--- src/rtl/cache_pkg.sv ---
// cache_pkg: shared geometry, FSM states and one-hot way constants for the cache miss handler
package cache_pkg;
    localparam int WAYS     = 4;
    localparam int INDEX_W  = 6;
    localparam int OFFSET_W = 6;
    localparam int TAG_W    = 20;
    localparam int BEATS    = 16;
    localparam int LINE_W   = 512;
    localparam int CNT_W    = $clog2(BEATS);
    typedef enum logic [2:0] {IDLE, WB_REQ, RD_REQ, RECV, FILL, DONE} state_t;
    localparam logic [WAYS-1:0] WAY0 = 4'b0001;
    localparam logic [WAYS-1:0] WAY1 = 4'b0010;
    localparam logic [WAYS-1:0] WAY2 = 4'b0100;
    localparam logic [WAYS-1:0] WAY3 = 4'b1000;
    function automatic logic is_onehot(input logic [WAYS-1:0] v);
        return (v != '0) && ((v & (v - WAYS'(1))) == '0);
    endfunction
endpackage

--- src/rtl/cache_miss_refill_line_assembler.sv ---
// line_assembler: packs 32-bit return beats into a cache line, beat k at bits [32k+31:32k]
module line_assembler
    import cache_pkg::*;
(
    input  logic              clk,
    input  logic              rst,
    input  logic              i_clr,
    input  logic              i_we,
    input  logic [31:0]       i_data,
    output logic [LINE_W-1:0] o_line
);
    logic [CNT_W-1:0]  r_cnt;
    logic [LINE_W-1:0] r_line;
    // clearing on every new fetch makes short (early-last) lines zero-padded
    always_ff @(posedge clk) begin
        if (rst || i_clr) begin
            r_cnt  <= '0;
            r_line <= '0;
        end else if (i_we) begin
            r_line[{r_cnt, 5'd0} +: 32] <= i_data;
            r_cnt                       <= r_cnt + CNT_W'(1);
        end
    end
    assign o_line = r_line;
endmodule

--- src/rtl/cache_miss_refill.sv ---
// cache_miss_refill: victim writeback, 16-beat line fetch, way fill and LRU touch for one miss
module cache_miss_refill
    import cache_pkg::*;
(
    input  logic                clk,
    input  logic                rst,
    input  logic                miss_req,
    input  logic [31:0]         miss_addr,
    input  logic [WAYS-1:0]     way_sel,
    input  logic                victim_valid,
    input  logic                victim_dirty,
    input  logic [TAG_W-1:0]    victim_tag,
    input  logic [LINE_W-1:0]   victim_line,
    output logic                wr_req,
    output logic [31:0]         wr_addr,
    output logic [LINE_W-1:0]   wr_data,
    input  logic                wr_rdy,
    output logic                rd_req,
    output logic [31:0]         rd_addr,
    input  logic                rd_rdy,
    input  logic                ret_valid,
    input  logic                ret_last,
    input  logic [31:0]         ret_data,
    output logic [WAYS-1:0]     fill_en,
    output logic [INDEX_W-1:0]  fill_index,
    output logic [TAG_W-1:0]    fill_tag,
    output logic [LINE_W-1:0]   fill_data,
    output logic                lru_en,
    output logic [WAYS-1:0]     lru_visit,
    output logic                miss_ack
);
    state_t              r_state;
    logic [TAG_W-1:0]    r_tag;
    logic [TAG_W-1:0]    r_vtag;
    logic [INDEX_W-1:0]  r_index;
    logic [LINE_W-1:0]   r_vline;
    logic [WAYS-1:0]     r_way;
    logic [WAYS-1:0]     r_fill_en;
    logic                r_wr_req;
    logic                r_rd_req;
    logic                r_lru_en;
    logic                r_miss_ack;
    logic                w_wb;
    logic                w_clr;
    logic                w_we;
    logic [LINE_W-1:0]   w_line;
    logic                w_unused;

    assign w_wb     = victim_valid & victim_dirty;
    assign w_clr    = (r_state == RD_REQ) && rd_rdy;
    assign w_we     = (r_state == RECV) && ret_valid;
    assign w_unused = ^miss_addr[OFFSET_W-1:0];

    line_assembler u_asm (
        .clk    (clk),
        .rst    (rst),
        .i_clr  (w_clr),
        .i_we   (w_we),
        .i_data (ret_data),
        .o_line (w_line)
    );

    always_ff @(posedge clk) begin
        if (rst) begin
            r_state    <= IDLE;
            r_tag      <= '0;
            r_vtag     <= '0;
            r_index    <= '0;
            r_vline    <= '0;
            r_way      <= '0;
            r_fill_en  <= '0;
            r_wr_req   <= 1'b0;
            r_rd_req   <= 1'b0;
            r_lru_en   <= 1'b0;
            r_miss_ack <= 1'b0;
        end else begin
            r_fill_en  <= '0;
            r_lru_en   <= 1'b0;
            r_miss_ack <= 1'b0;
            case (r_state)
                IDLE: if (miss_req) begin
                    r_tag    <= miss_addr[31 -: TAG_W];
                    r_index  <= miss_addr[OFFSET_W +: INDEX_W];
                    r_vtag   <= victim_tag;
                    r_vline  <= victim_line;
                    r_way    <= is_onehot(way_sel) ? way_sel : WAY0;
                    r_wr_req <= w_wb;
                    r_rd_req <= !w_wb;
                    r_state  <= w_wb ? WB_REQ : RD_REQ;
                end
                WB_REQ: if (wr_rdy) begin
                    r_wr_req <= 1'b0;
                    r_rd_req <= 1'b1;
                    r_state  <= RD_REQ;
                end
                RD_REQ: if (rd_rdy) begin
                    r_rd_req <= 1'b0;
                    r_state  <= RECV;
                end
                RECV: if (ret_valid && ret_last) begin
                    r_fill_en <= r_way;
                    r_lru_en  <= 1'b1;
                    r_state   <= FILL;
                end
                FILL: begin
                    r_miss_ack <= 1'b1;
                    r_state    <= DONE;
                end
                DONE:    r_state <= IDLE;
                default: r_state <= IDLE;
            endcase
        end
    end

    assign wr_req     = r_wr_req;
    assign wr_addr    = {r_vtag, r_index, {OFFSET_W{1'b0}}};
    assign wr_data    = r_vline;
    assign rd_req     = r_rd_req;
    assign rd_addr    = {r_tag, r_index, {OFFSET_W{1'b0}}};
    assign fill_en    = r_fill_en;
    assign fill_index = r_index;
    assign fill_tag   = r_tag;
    assign fill_data  = w_line;
    assign lru_en     = r_lru_en;
    assign lru_visit  = r_fill_en;
    assign miss_ack   = r_miss_ack;
endmodule

--- config.mk ---
export PLATFORM = sky130hd
export DESIGN_NAME = cache_miss_refill
export DESIGN_NICKNAME = d
export VERILOG_FILES = /design/src/rtl/cache_pkg.sv /design/src/rtl/cache_miss_refill_line_assembler.sv /design/src/rtl/cache_miss_refill.sv
export SDC_FILE = /design/constraint.sdc
export NUM_CORES = 2
export LEC_CHECK = 0
export ABC_AREA = 1
export BUFFER_PORTS_ARGS = -buffer_cell sky130_fd_sc_hd__buf_4
export CORE_AREA = 2 2 684 686
export DETAILED_ROUTE_END_ITERATION = 7
export DIE_AREA = 0 0 686 688
export SYNTH_ARGS = -nofsm -noshare
export SYNTH_HDL_FRONTEND = slang
export SYNTH_HIERARCHICAL = 1
export SYNTH_SLANG_ARGS = --single-unit
--- constraint.sdc ---
create_clock -name clk -period 3 [get_ports clk]
set_input_delay 0.45 -clock clk [delete_from_list [all_inputs] [get_ports clk]]
set_output_delay 0.45 -clock clk [all_outputs]
set_load 0.01 [all_outputs]
; Word level (Yosys, flattened, before mapping)
; Cells that the tools add are included.
[op_classes]
div_mod_pow = 0
mux = 17
order_cmp = 0
shifts = 2
n_reduce_logical = 17
mul = 0
bitwise = 4
n_addsub = 3
eq_ne = 8
[ops]
columns = op, n
row1 = bitwise mux 512 bit, 1
row2 = variable shift 32 x 11 -> 512 bit (first input constant), 1
row3 = variable part select 32 x 11 -> 512 bit, 1
row4 = one-hot mux 3 bit (5 select lines), 1
row5 = two-way mux 3 bit, 4
row6 = negator 9 -> 11 bit, 1
row7 = AND reduction 4 bit, 2
row8 = two-way mux 1 bit, 7
row9 = equality test 3 x 2 -> 1 bit (second input constant), 2
row10 = inequality test 2 bit (second input constant), 3
row11 = adder 4 x 1 -> 4 bit (second input constant), 1
row12 = bitwise AND 4 bit, 1
row13 = logical AND 1 bit, 4
row14 = logical NOT 4 bit, 1
row15 = two-way mux 4 bit, 1
row16 = nonzero test 4 bit, 1
row17 = subtractor 4 x 1 -> 4 bit (second input constant), 1
row18 = equality test 3 x 1 -> 1 bit (second input constant), 1
row19 = equality test 3 bit (second input constant), 1
row20 = logical NOT 3 bit, 1
row21 = one-hot mux 1 bit (3 select lines), 1
row22 = AND reduction 3 bit, 1
row23 = nonzero test 3 bit, 1
row24 = OR reduction 3 bit, 1
row25 = other kinds (10), 11
[word_totals]
memories = 0
mem_bits_rw = 0
output_inout_bits = 1126
mem_bits_ro = 0
word_cells = 64
input_bits = 609
latch_bits = 0
register_bits = 1089

; Logic depth before layout (Yosys ltp)
[depth]
ltp_word = 5
mapped_depth = 13
ltp_nobuf = 10

; Cells and area by module
; Netlist, hierarchy kept.
[modules_own_cells]
columns = mod, area_per_inst_um2, seq_area_each_um2, cells_each, n_inst
row1 = cache_miss_refill, 20423.3, 11471.0, 2574, 1
row2 = line_assembler, 19743.9, 10329.9, 2718, 1

; Worst setup path after synthesis
; OpenSTA, ideal clock, no wires.
[synth_timing]
path_type = flip-flop to flip-flop
startpoint = register u_asm.r_cnt[0]
endpoint = register u_asm.r_line[143] (netlist: u_asm/o_line[143])
setup_time_ps = 112
arrival_ps = 2574
period_less_slack_ps = 2685
n_path_buf = 5
required_time_ps = 2888
setup_slack_ps = 315
path_stages_with_launch = 14
cell_sequence = dfxtp_1 -> clkinv_1 -> clkbuf_1 -> buf_1 -> ha_1 -> clkbuf_1 -> inv_1 -> nand3_1 -> nor2_1 -> buf_2 -> buf_1 -> nand3_1 -> nand2_1 -> nor2_1
[synth_between]
elab_chain_cells = 3
elab_cells_between_ends = 4
classes_between = add/sub (1) / shift (2) / mux (1)
[synth_rtl]
columns = item, line_no
row1 = start: declaration, cache_miss_refill_line_assembler.sv:12  ; logic [CNT_W-1:0] r_cnt;
row2 = start signal: assignment, cache_miss_refill_line_assembler.sv:21  ; r_cnt <= r_cnt + CNT_W'(1);
row3 = negator 9 -> 11 bit *, cache_miss_refill_line_assembler.sv:20  ; r_line[{r_cnt, 5'd0} +: 32] <= i_data;
row4 = variable part select 32 x 11 -> 512 bit or variable shift 32 x 11 -> 512 bit (tied branches), cache_miss_refill_line_assembler.sv:20
row5 = bitwise mux 512 bit *, cache_miss_refill_line_assembler.sv:20
row6 = end signal: indexed assignment, cache_miss_refill_line_assembler.sv:20
row7 = end: declaration, cache_miss_refill_line_assembler.sv:13  ; logic [LINE_W-1:0] r_line;
; Every way passes the cells marked *; elsewhere a longest branch is shown, timed or not.
; A chain may end at the register's enable or synchronous reset.

; Final worst setup path
[layout_timing]
startpoint = register u_asm.r_cnt[1]
endpoint = register u_asm.r_line[46] (netlist: u_asm/o_line[46])
; Same word-level chain as after synthesis.

==> impl_metrics.json <==
{
  "antenna_found_initial": 133,
  "final_area_mm2": 0.0717,
  "slew_viol_final": 0,
  "end_kind": "flip-flop",
  "grt_first_pass_wirelength_um": 445000,
  "synthCells": 5292,
  "slew_headroom_pct": 9.87,
  "power_leakage_nw": 29.4,
  "synthArstFlopShare_pct": 0,
  "grt_pass1_vias": 44200,
  "vias_per_cell": 3.32,
  "clk_pin_slew_ns": 0.06,
  "worstPathMaxFanout": 33,
  "gr-total-overflow": 0,
  "n_fill_cell": 52700,
  "crit_type": "reg2reg",
  "cts_root_buf": "clkbuf_16",
  "wl_um": 355000,
  "tightest_slew_ns": 1.34,
  "clk_path_buf_depth": 4,
  "clock_latency_ns": 0.85,
  "port_buffers": 1716,
  "avgSynthCellArea_um2": 7.59,
  "ant_nets": 0,
  "timing.fmax_ghz": 0.370,
  "core-area_mm2": 0.465,
  "fin_crit_ns": 2.70,
  "min_period_over_period_pct": 90.1,
  "die_h_um": 688,
  "drc": 0,
  "nNetsFinal": 8179,
  "yosysWarnings": 6,
  "setup_violations": 0,
  "fp.dieW_um": 686,
  "die_area_mm2": 0.472,
  "layout_common_cells": "1888 x buf_4, 1610 x nand2_1, 1089 x dfxtp_1",
  "power_density_mw_per_mm2": 620,
  "layout_commonest_cell": "buf_4",
  "io-pin-count": 1735,
  "num_rows": 251,
  "cts_tree": "done",
  "hold_depth": 3,
  "vdd.ir_drop.worst_mv": 0.440,
  "status": "completed",
  "reg2reg_depth": 7,
  "synth-seq-cells": 1089,
  "syn_to_final_growth_pct": 78.6,
  "rsz0062_at_grt": "false",
  "initial_core_util_pct": 8.64,
  "crit_arrival_ns": 3.48,
  "tns_ns": 0,
  "final_layout_size_suffix_gt1_share_pct": 28.6,
  "start_kind": "flip-flop",
  "min_path_type": "in2reg",
  "via_count": 46200,
  "clock-sinks": 1089,
  "required_ns": 3.78,
  "dr.pass1.iters": 8,
  "avgRoutedWirePerCell_um": 25.5,
  "ys.flop_type": "dfxtp_1",
  "numCtsBuffers": 146,
  "seqCellArea_mm2": 0.0218,
  "clock_skew_ns": 0.0494,
  "dpl_cell_area_mm2": 0.0604,
  "gr-usage-all-layers_pct": 14.2,
  "htreeDepth": 4,
  "first_iter_violations": 3957,
  "synth_area_mm2": 0.0402,
  "hpwl_um": 289000,
  "hold_slack_ns": 0.104,
  "ys_seq_area_share_pct": 54.3,
  "multi_input_area_mm2": 0.0154,
  "grt_max_degree": 157,
  "finalHoldViolCount": 0,
  "synth_cell_types": 33,
  "synth_edf_count": 0,
  "routabilityCongestion": 0.919,
  "drv_cap": 0
}
[routing by layer]
metal | routed length (µm) | share of wire [%] | up-vias | track usage (%)
met1 | 128000 | 36 | 22000 | 15.1
li1 | - | - | 21400 | -
met2 | 172000 | 49 | 2168 | 24.8
met5 | 186 | 0.052 | - | 0
met3 | 28400 | 8.0 | 604 | 4.43
met4 | 26200 | 7.4 | 30 | 8.68
[cells by family after synthesis]
| group | count (synthesis) | synth area share, % |
|---|---|---|
| buf+inv | 610 | 7.65 |
| compound gates | 907 | 11.3 |
| flops | 1089 | 54.3 |
| other cells | 1 | 0.00934 |
| simple gates | 2679 | 26.5 |
| fa+ha+maj | 4 | 0.125 |
| xor+xnor | 2 | 0.0623 |
[stage by stage]
| step | setup slack (ns) | util [%] | cells | total power, W |
|---|---|---|---|---|
| 2_1_floorplan | 0.315 | - | 5303 | 0.0203 |
| 3_3_place_gp | -0.0944 | 13.0 | 13000 | 0.0259 |
| 3_5_place_dp | -0.0865 | 13.0 | 13000 | 0.0259 |
| 4_1_cts | 0.0150 | 15.4 | 13900 | 0.0452 |
| 5_1_grt | 0.0119 | 15.4 | 13900 | 0.0463 |
| 6_report | 0.297 | 15.4 | 13900 | 0.0444 |
[Yosys cell counts, types with 3 or more instances]
cell / n / area, µm²
nor3_1: 85 / 425
nand4_1: 54 / 338
nor2_2: 3 / 18.8
nand3_2: 4 / 40.0
buf_1: 15 / 56.3
nand3b_1: 3 / 22.5
o21ai_0: 144 / 721
nand3_1: 217 / 1090
inv_1: 159 / 597
nand2_1: 1615 / 6060
a21oi_1: 742 / 3710
ha_1: 4 / 50.1
buf_6: 49 / 552
buf_2: 127 / 636
nand2_2: 3 / 18.8
clkbuf_1: 183 / 687
inv_2: 9 / 33.8
o21ai_1: 19 / 95.1
dfxtp_1: 1089 / 21800
nor2_1: 689 / 2590
buf_4: 65 / 488
[registers in the layout, summed over array words and instances (netlist names), 3 cells and up]
name and flops:
wr_data 512, fill_en 4, u_asm/r_cnt 4, r_vtag 20, fill_index 6, r_state 3, u_asm/o_line 512, fill_tag 20
r_way 4
[worst max-delay path, stage by stage (launching register included)]
cell,delay (ns)
dfxtp_1,0.39
inv_1,0.13
ha_1,0.36
inv_1,0.09
buf_12,0.17
nor3_1,1.07
o21ai_0,0.25
nor2_1,0.14
[area by class of cell]
class                   instances  share of cell area [%]
clock inverters                51                   0.933
well taps                    6198                    10.8
inverters                     170                   0.916
flip-flops and latches       1089                    30.4
diodes                         31                   0.108
clock buffers                 201                    5.75
repair buffers               2555                    29.6
multi-input cells            3604                    21.5
[report_power, final]
group          leakage (nW)  total [W]  switching, W  internal (W)
Clock                  2.34     0.0180       0.00764        0.0104
Combinational          18.3     0.0102       0.00660       0.00365
Sequential             8.84     0.0162      0.000637        0.0155
[path summary, 6_finish.rpt]
path,endpoint,startpoint,slack [ns]
max reg2reg,u_asm/o_line[46]$_SDFFE_PP0P_,u_asm/r_cnt[1]$_SDFFE_PP0P_,0.30
min,u_asm/o_line[87]$_SDFFE_PP0P_,ret_data[23],0.10
min reg2reg,fill_en[1]$_SDFF_PP0_,r_way[1]$_SDFFE_PP0P_,0.43
max,u_asm/o_line[46]$_SDFFE_PP0P_,u_asm/r_cnt[1]$_SDFFE_PP0P_,0.30
[timing repair]
action                                  in CTS  in global routing
pin swaps                                    0                  1
hold buffers                               630                  0
hold endpoints to repair                   609                  0
setup buffers                                0                  8
gates resized for setup                      2                  5
cloned                                       0                  0
endpoints found under the setup margin      23                222
Power figures use the tool's default switching activity.
